**config.mk**
```make
export PLATFORM = sky130hd
export DESIGN_NAME = car_power_state_ctrl
export DESIGN_NICKNAME = d
export VERILOG_FILES = /design/src/rtl/car_power_state_ctrl.sv
export SDC_FILE = /design/constraint.sdc
export NUM_CORES = 1
export LEC_CHECK = 0
export ABC_AREA = 1
export CAP_MARGIN = 20
export CORE_UTILIZATION = 39
export DETAILED_ROUTE_END_ITERATION = 7
export PLACE_DENSITY = 0.53
export SETUP_SLACK_MARGIN = 0.05
export SLEW_MARGIN = 5
export SYNTH_ARGS = -nofsm -noshare
export SYNTH_HDL_FRONTEND = slang
export SYNTH_SLANG_ARGS = --single-unit
```
**constraint.sdc**
```tcl
create_clock -name i_clk -period 1.85 [get_ports i_clk]
set_input_delay 0.37 -clock i_clk [delete_from_list [all_inputs] [get_ports i_clk]]
set_output_delay 0.37 -clock i_clk [all_outputs]
set_load 0.01 [all_outputs]
```
**src/rtl/car_power_state_ctrl.sv**
```systemverilog
// Power/drive state owner: debounced power button (press-on, hold-off),
// per-cycle commit of the manual-drive decoder's next state, and a timed stall indicator.
//   state        | meaning
//   OFF          | engine off, decoder outputs ignored
//   NOT_STARTING | powered, engine not yet cranking
//   STARTING     | engine cranking
//   MOVING       | engine running, car in motion
module car_power_state_ctrl #(
  parameter int unsigned DEBOUNCE_TICKS = 1_000_000,
  parameter int unsigned HOLD_TICKS     = 100_000_000,
  parameter int unsigned STALL_TICKS    = 200_000_000
) (
  input  logic       i_clk,
  input  logic       i_rst,
  input  logic       i_power_btn,
  input  logic       i_manual_en,
  input  logic [1:0] i_man_state_next,
  input  logic       i_man_break,
  output logic [1:0] o_state_cur,
  output logic       o_man_enable,
  output logic       o_power_on,
  output logic       o_stall_led
);

  localparam int DB_W    = $clog2(DEBOUNCE_TICKS + 1);
  localparam int HOLD_W  = $clog2(HOLD_TICKS + 1);
  localparam int STALL_W = $clog2(STALL_TICKS + 1);

  typedef enum logic [1:0] {
    ST_OFF          = 2'b00,
    ST_NOT_STARTING = 2'b01,
    ST_STARTING     = 2'b11,
    ST_MOVING       = 2'b10
  } state_t;

  state_t               r_state;
  state_t               w_state_next;
  logic                 r_sync1;
  logic                 r_sync2;
  logic                 r_btn_db;
  logic                 r_btn_db_d;
  logic [DB_W-1:0]      r_db_cnt;
  logic                 r_armed;
  logic [HOLD_W-1:0]    r_hold_cnt;
  logic [STALL_W-1:0]   r_stall_cnt;
  logic                 r_stall_led;
  logic                 r_power_on;
  logic                 w_pwr_off;
  logic                 w_stall;
  logic                 w_pwr_on_fire;
  logic                 w_load_stall;
  logic                 w_power_on_evt;

  assign o_state_cur  = r_state;
  assign o_power_on   = r_power_on;
  assign o_stall_led  = r_stall_led;
  assign o_man_enable = i_manual_en & (r_state != ST_OFF);

  assign w_pwr_off     = (r_hold_cnt == HOLD_W'(HOLD_TICKS - 1)) & r_btn_db;
  assign w_stall       = o_man_enable & i_man_break;
  assign w_pwr_on_fire = (r_state == ST_OFF) & r_btn_db & ~r_btn_db_d & r_armed;

  always_comb begin
    w_state_next   = r_state;
    w_load_stall   = 1'b0;
    w_power_on_evt = 1'b0;
    if (w_pwr_off) begin
      w_state_next = ST_OFF;
    end else if (w_stall) begin
      w_state_next = ST_OFF;
      w_load_stall = 1'b1;
    end else if (o_man_enable) begin
      w_state_next = state_t'(i_man_state_next);
    end else if (w_pwr_on_fire) begin
      w_state_next   = ST_NOT_STARTING;
      w_power_on_evt = 1'b1;
    end
  end

  always_ff @(posedge i_clk) begin
    if (i_rst) begin
      r_state     <= ST_OFF;
      r_power_on  <= 1'b0;
      r_sync1     <= 1'b0;
      r_sync2     <= 1'b0;
      r_btn_db    <= 1'b0;
      r_btn_db_d  <= 1'b0;
      r_db_cnt    <= '0;
      r_armed     <= 1'b0;
      r_hold_cnt  <= '0;
      r_stall_cnt <= '0;
      r_stall_led <= 1'b0;
    end else begin
      r_state    <= w_state_next;
      r_power_on <= (w_state_next != ST_OFF);
      r_sync1    <= i_power_btn;
      r_sync2    <= r_sync1;
      r_btn_db_d <= r_btn_db;

      // any bounce back to the debounced level restarts the stability count
      if (r_sync2 != r_btn_db) begin
        if (r_db_cnt == DB_W'(DEBOUNCE_TICKS - 1)) begin
          r_btn_db <= r_sync2;
          r_db_cnt <= '0;
        end else begin
          r_db_cnt <= r_db_cnt + DB_W'(1);
        end
      end else begin
        r_db_cnt <= '0;
      end

      if (w_power_on_evt) begin
        r_armed <= 1'b0;
      end else if (!r_btn_db) begin
        r_armed <= 1'b1;
      end

      if (w_pwr_off) begin
        r_hold_cnt <= '0;
      end else if (r_btn_db && r_armed && (r_state != ST_OFF)) begin
        if (r_hold_cnt != HOLD_W'(HOLD_TICKS)) begin
          r_hold_cnt <= r_hold_cnt + HOLD_W'(1);
        end
      end else begin
        r_hold_cnt <= '0;
      end

      if (w_power_on_evt) begin
        r_stall_led <= 1'b0;
        r_stall_cnt <= '0;
      end else if (w_load_stall) begin
        r_stall_led <= 1'b1;
        r_stall_cnt <= STALL_W'(STALL_TICKS);
      end else if (r_stall_led) begin
        if (r_stall_cnt == STALL_W'(1)) begin
          r_stall_led <= 1'b0;
        end
        r_stall_cnt <= r_stall_cnt - STALL_W'(1);
      end
    end
  end

endmodule
```
==> flow_summary.ini <==
[status]
status = finished clean

[logic_synthesis]
synthTopCellsByCount = 169 x nand2_1, 153 x nor2_1, 84 x dfxtp_1
synth_xor_area_share_pct = 5.77
synth_top_family_by_area = simple AND/OR/NAND/NOR gates
ys_types = 34
yosys.area.top_type_share_pct = 36.9
ys.flop_type = dfxtp_1
synthCells = 693
yosys_warnings = 0
yosys_register_bits = 84
synthArstFlopShare_pct = 0
synthMuxAreaShare_pct = 0
synth_compound_area_share_pct = 4.18
syn-num-nets = 705
ys_seq_area_share_pct = 36.9
synth_area_um2 = 4550
synth_area_leaders = dfxtp_1 37%, nand2_1 14%, nor2_1 13%, inv_1 6.8%, nand3_1 5.3%
syn_area_per_cell_um2 = 6.57
yosysTopAreaCell = dfxtp_1
synth_edf_count = 0
synthAdderAreaFrac_pct = 1.37
synth.most_common_cell = nand2_1
synth-simple-area-share_pct = 43.5

[sta]
rsz0062_at_grt = yes
tightest_slew_ns = 0.381
hold_viol = 0
finalSetupViolations = 0
slew_viol_final = 0
post-route-min-period_ns = 1.75
layout_setup_ws_ns = 0.100
period_share_pct = 94.6
finClkSkew_ns = 0.00760
max_slew_margin_pct = 74.5
fmax_mhz = 571

[grt]
grt_usage_pct = 19.1
grt_max_degree = 20
grt_first_pass_wirelength_um = 17800
globalRoute.totalOverflow = 0
grt_use_met1_pct = 22.9
groute.layer.met2.usage_pct = 32.3
use_met3_pct = 4.82
antenna_found_initial = 0
busiest_layer = met2
first_global_vias = 3930

[placed_design]
dp_worst_setup_slack_ns = -0.0238
place_congestion = 0.896
dpl.hpwl_um = 8150
place_area_um2 = 4940
port_buffers = 11

[route]
drc_errors = 0
vias = 4202
wl_per_cell_um = 12.0
antenna_left = 0
dr.pass1.iters = 4
vias_per_cell = 4.80
wl_um = 10500
initialDrtViolationCount = 163

[clock_tree]
cts.clk_slew.worst_paths_ns = 0.06
numCtsBuffers = 9
clkLatencyLatePin_ns = 0.34
cts_buffer_depth = 2
cts_tree = built
hold_buffers = 0
htree_levels = 3
cts-root-buf = clkbuf_16
clkSinkCount = 84

[power]
vdd_drop_max_v = 0.000592
power_density_nw_per_um2 = 688
power.leakage_nw = 2.11

[worst_setup_path]
critPathLaunchType = register
slowest_stage = clkdlybuf4s50_1
critPathRequiredTime_ns = 1.48
cpPeakStageDelay_ns = 0.58
cp_max_fo = 9
cp_num_buf_inv = 1
cp_cell_sequence = clkdlybuf4s50_1
critical_path_class = register to output pin
critPathCaptureType = output pin
arrival_ns = 1.38
path_delay_family = buffers and inverters

[worst_hold_path]
hp-class = register to register

[floorplan]
core_um2 = 11400
ioPinCount = 12
initial_core_util_pct = 39.9
die-area_um2 = 12100
rows = 39
die_h_um = 110
die_w_um = 110

[finish]
drive_gt1_share_pct = 9.41
n_antenna_cell = 0
area_delta_synth_final_pct = 15.5
num-nets-final = 740
final_cell_area_um2 = 5260

[run]
max-cap-violations = 0
==> report_power, final <==
part           total [W]  switching [W]  internal (W)
combinational  0.0000505      0.0000275     0.0000230
sequential       0.00181     0.00000154       0.00181
clock            0.00176       0.000717       0.00104
total            0.00362       0.000746       0.00287
==> sequential cells by signal, indices dropped and copies added (netlist names) <==
| register | count |
|---|---|
| o_power_on | 1 |
| o_stall_led | 1 |
| o_state_cur | 2 |
| r_armed | 1 |
| r_btn_db | 1 |
| r_btn_db_d | 1 |
| r_db_cnt | 20 |
| r_hold_cnt | 27 |
| r_stall_cnt | 28 |
| r_sync1 | 1 |
| r_sync2 | 1 |
==> what timing repair did <==
item / CTS / global route
endpoints found under the setup margin: 2 / 49
pin swaps: 0 / 1
setup buffers: 0 / 2
resized for setup: 2 / 7
==> cell families (layout without fill, tap and decap cells) <==
kind of cell,count (synthesis),after routing
buffers and inverters,92,132
AOI/OAI and AO/OA,36,36
xor gates and xnor gates,30,30
DFF,84,84
adders and majority gates,5,5
and+or+nand+nor,446,446
==> stage by stage <==
stage / utilization [%] / std cells / power (W) / hold WS, ns / TNS (ns)
after detailed placement: 43.3 / 858 / 0.00191 / 0.406 / -0.0238
after floorplan: - / 693 / 0.00188 / 0.388 / 0
after CTS: 45.7 / 874 / 0.00369 / 0.414 / 0
after global routing: 46.1 / 876 / 0.00376 / 0.445 / 0
final: 46.1 / 876 / 0.00362 / 0.411 / 0
after global placement: 43.3 / 858 / 0.00190 / 0.397 / -0.0164
==> cells in the final DEF (no fill, tap or decap), types with 2 or more instances in the layout <==
master	netlist	final
o21ai_0	9	9
clkbuf_16	0	9
nand2_1	169	168
o21bai_1	2	2
inv_2	2	2
or2_2	2	2
xnor2_1	14	14
clkdlybuf4s50_1	0	10
clkinv_2	0	3
nand3_1	48	47
xor2_1	16	16
nor2_1	153	152
nor2_2	12	13
clkbuf_1	2	2
ha_1	5	4
nor3_1	17	16
nand2_4	2	2
nor4_1	4	4
buf_4	3	20
nor3_2	2	3
inv_1	82	82
dfxtp_1	84	81
nand2_2	1	2
nand3_4	2	2
nand4_1	21	21
a21oi_1	22	22
dfxtp_2	0	3
nand3b_1	6	6
nand3_2	1	2
nor3b_1	3	3
==> area by class of cell <==
| type | instances | area (µm²) |
|---|---|---|
| sequential | 84 | 1690 |
| timing repair buffer | 32 | 279 |
| clock inverter | 5 | 52.6 |
| fill | 1241 | 6160 |
| multi-input combinational | 517 | 2510 |
| tap | 143 | 179 |
| inverter | 84 | 315 |
| clock buffer | 11 | 233 |
==> layer usage <==
| layer | vias up | wire length, µm |
|---|---|---|
| met5 | - | 0 |
| met4 | 0 | 283 |
| met3 | 19 | 286 |
| met2 | 45 | 4950 |
| met1 | 1890 | 5010 |
| li1 | 2248 | - |
==> worst paths after layout <==
kind,start,to,slack [ns],cells after the start
setup / recovery,o_stall_led$_SDFF_PP0_,o_stall_led,0.10,1
hold / removal,r_sync1$_SDFF_PP0_,r_sync2$_SDFF_PP0_,0.41,2
setup reg to reg,r_hold_cnt[1]$_SDFFE_PP0P_,r_stall_cnt[5]$_SDFFE_PP0P_,0.20,9
hold reg to reg,r_sync1$_SDFF_PP0_,r_sync2$_SDFF_PP0_,0.41,2
Power figures use the tool's default switching activity.
==> variant: new RTL, config.mk and constraints unchanged <==
The parameter `HOLD_TICKS` goes from 100_000_000 to 25_000_000.
--- a/src/rtl/car_power_state_ctrl.sv
+++ b/src/rtl/car_power_state_ctrl.sv
@@ -8,5 +8,5 @@
 module car_power_state_ctrl #(
   parameter int unsigned DEBOUNCE_TICKS = 1_000_000,
-  parameter int unsigned HOLD_TICKS     = 100_000_000,
+  parameter int unsigned HOLD_TICKS     = 25_000_000,
   parameter int unsigned STALL_TICKS    = 200_000_000
 ) (
Behaviour: same outputs for any inputs over 10 cycles, from zero or initial values and one cycle with i_rst high; that may be too few to reach the edited logic, so the function may still have changed.
==> variant against the unedited design <==
- final cell count fell by 4.2%
- wire length is 7.7% lower
- die area shrank 2.5%
- setup slack better by 0.019 ns
- final area decreased by 2.0%
- clock power is 2% higher
- total power up 0.28%
- area after synthesis is 2.5% lower
- sequential cell count decreased by 2
- sequential power down 2%
- largest cell class unchanged
- largest power group is now clock
==> variant: results (changes against the unedited design) <==
met1_length_um: 5143  # was 5014 µm
worstRegToRegCells: 9  # unchanged
critical_path.max_stage_delay_ns: 0.49  # was 0.58 ns
largest_reg_flops: 28  # unchanged
fin_nets: 706  # was 740
grt_max_degree: 26  # was 20
wl_met3_um: 288  # was 286 µm
p_leak_nw: 2.059  # was 2.112 nW
synth_area_leaders: "dfxtp_1 37%, nand2_1 12%, nor2_1 10%"  # was dfxtp_1 37%, nand2_1 14%, nor2_1 13%
r2r-start: "r_hold_cnt[0]$_SDFFE_PP0P_"  # was r_hold_cnt[1]$_SDFFE_PP0P_
syn_nets: 673  # was 705
reg.largest.list: "r_stall_cnt (28), r_hold_cnt (25), r_db_cnt (20)"  # was r_stall_cnt (28), r_hold_cnt (27), r_db_cnt (20)
worstPathArrival_ns: 1.36  # was 1.38 ns
hpwl_um: 7466  # was 8148 µm
synth.ff_latch_count: 82  # was 84
wl_per_cell_um: 11.59  # was 12.03 µm
routabilityCongestion: 0.8719  # was 0.8956
antenna_left: 0  # unchanged
finalClockSkew_ns: 0.004418  # was 0.007595 ns
synth_cell_types: 32  # was 34
status: "finished clean"  # unchanged
slew_headroom: 0.7204  # was 0.7449
wl_met2_um: 4126  # was 4949 µm
grt_pass1_wl_um: 16910  # was 17800 µm
synth_common_cells: "139 x nand2_1, 124 x nor2_1, 97 x inv_1, 82 x dfxtp_1, 47 x nand3_1"  # was 169 x nand2_1, 153 x nor2_1, 84 x dfxtp_1, 82 x inv_1, 48 x nand3_1
r2r_end: "r_stall_cnt[17]$_SDFFE_PP0P_"  # was r_stall_cnt[5]$_SDFFE_PP0P_
num_vias: 4006  # was 4202
initialDrtViolationCount: 158  # was 163
grt_pass1_vias: 3676  # was 3930
grtUsageTotal: 0.1835  # was 0.1910
cp_max_fo: 3  # was 9
place_ws_ns: -0.1467  # was -0.02378 ns
variant: changes by cell type after synthesis, moves of 3 or more:
cell,change
nand2_2,+5
nor4_1,-3
xnor2_1,-6
xor2_1,+3
nor2_4,+13
nor2_1,-29
nor3_1,+6
inv_1,+15
nor2_2,-8
o21ai_0,+4
a21oi_1,+5
nand2_1,-30
variant: cell type report:
type | instances | share of cell area
clock buffer | 14 | 0.05125
clock inverter | 2 | 0.006801
inverter | 101 | 0.07408
multi-input combinational | 472 | 0.4608
sequential | 82 | 0.3187
tap | 140 | 0.03401
timing repair buffer | 28 | 0.05441
variant: metrics by stage:
stage,hold WS (ns),instances,power [mW],instance area (µm²),TNS [ns]
after floorplan,0.3883,661,1.842,4437,0
after global placement,0.4018,823,1.869,4837,-0.8637
after detailed placement,0.4018,823,1.869,4837,-1.332
after CTS,0.4114,839,3.682,5139,0
after global routing,0.4251,839,3.771,5151,0
final,0.4079,839,3.630,5151,0
variant: worst max path at each step:
stage,start,end,slack (ns)
5_1_grt,r_hold_cnt[0]$_SDFFE_PP0P_,r_stall_cnt[27]$_SDFFE_PP0P_,0.02
3_3_place_gp,i_manual_en,o_man_enable,-0.14
4_1_cts,o_stall_led$_SDFF_PP0_,o_stall_led,0.05
2_1_floorplan,r_hold_cnt[0]$_SDFFE_PP0P_,r_stall_cnt[25]$_SDFFE_PP0P_,0.29
6_report,i_manual_en,o_man_enable,0.12
3_5_place_dp,i_manual_en,o_man_enable,-0.15
variant: repair_timing:
action	4_1_cts	5_1_grt
hold buffers	0	0
setup endpoints to repair	2	7
setup buffers	0	0
resized for setup	2	4
variant: routing by layer:
layer,up-vias,track usage
li1,2146,-
met1,1799,0.2571
met2,49,0.2789
met3,12,0.02869
met4,0,0.07722
met5,-,0
variant: report_power, final:
| part | leakage (nW) | switching [mW] | internal (mW) |
|---|---|---|---|
| Sequential | 0.661 | 0.00160 | 1.77 |
| Clock | 0.147 | 0.682 | 1.12 |
| Combinational | 1.25 | 0.0328 | 0.0254 |
variant: logic make-up (layout without fill, tap and decap cells):
logic type / Yosys count / in the layout / share of synthesized area
buf+inv: 107 / 145 / 0.09673
compound gates: 44 / 44 / 0.05076
fa+ha+maj: 5 / 5 / 0.01410
simple gates: 396 / 396 / 0.4151
flops: 82 / 82 / 0.3700
xor+xnor: 27 / 27 / 0.05330
variant: critical path, delay by kind of cell:
kind | cells | cell delay [ns]
AOI/OAI and AO/OA | 1 | 0.12
buffers and inverters | 3 | 0.87
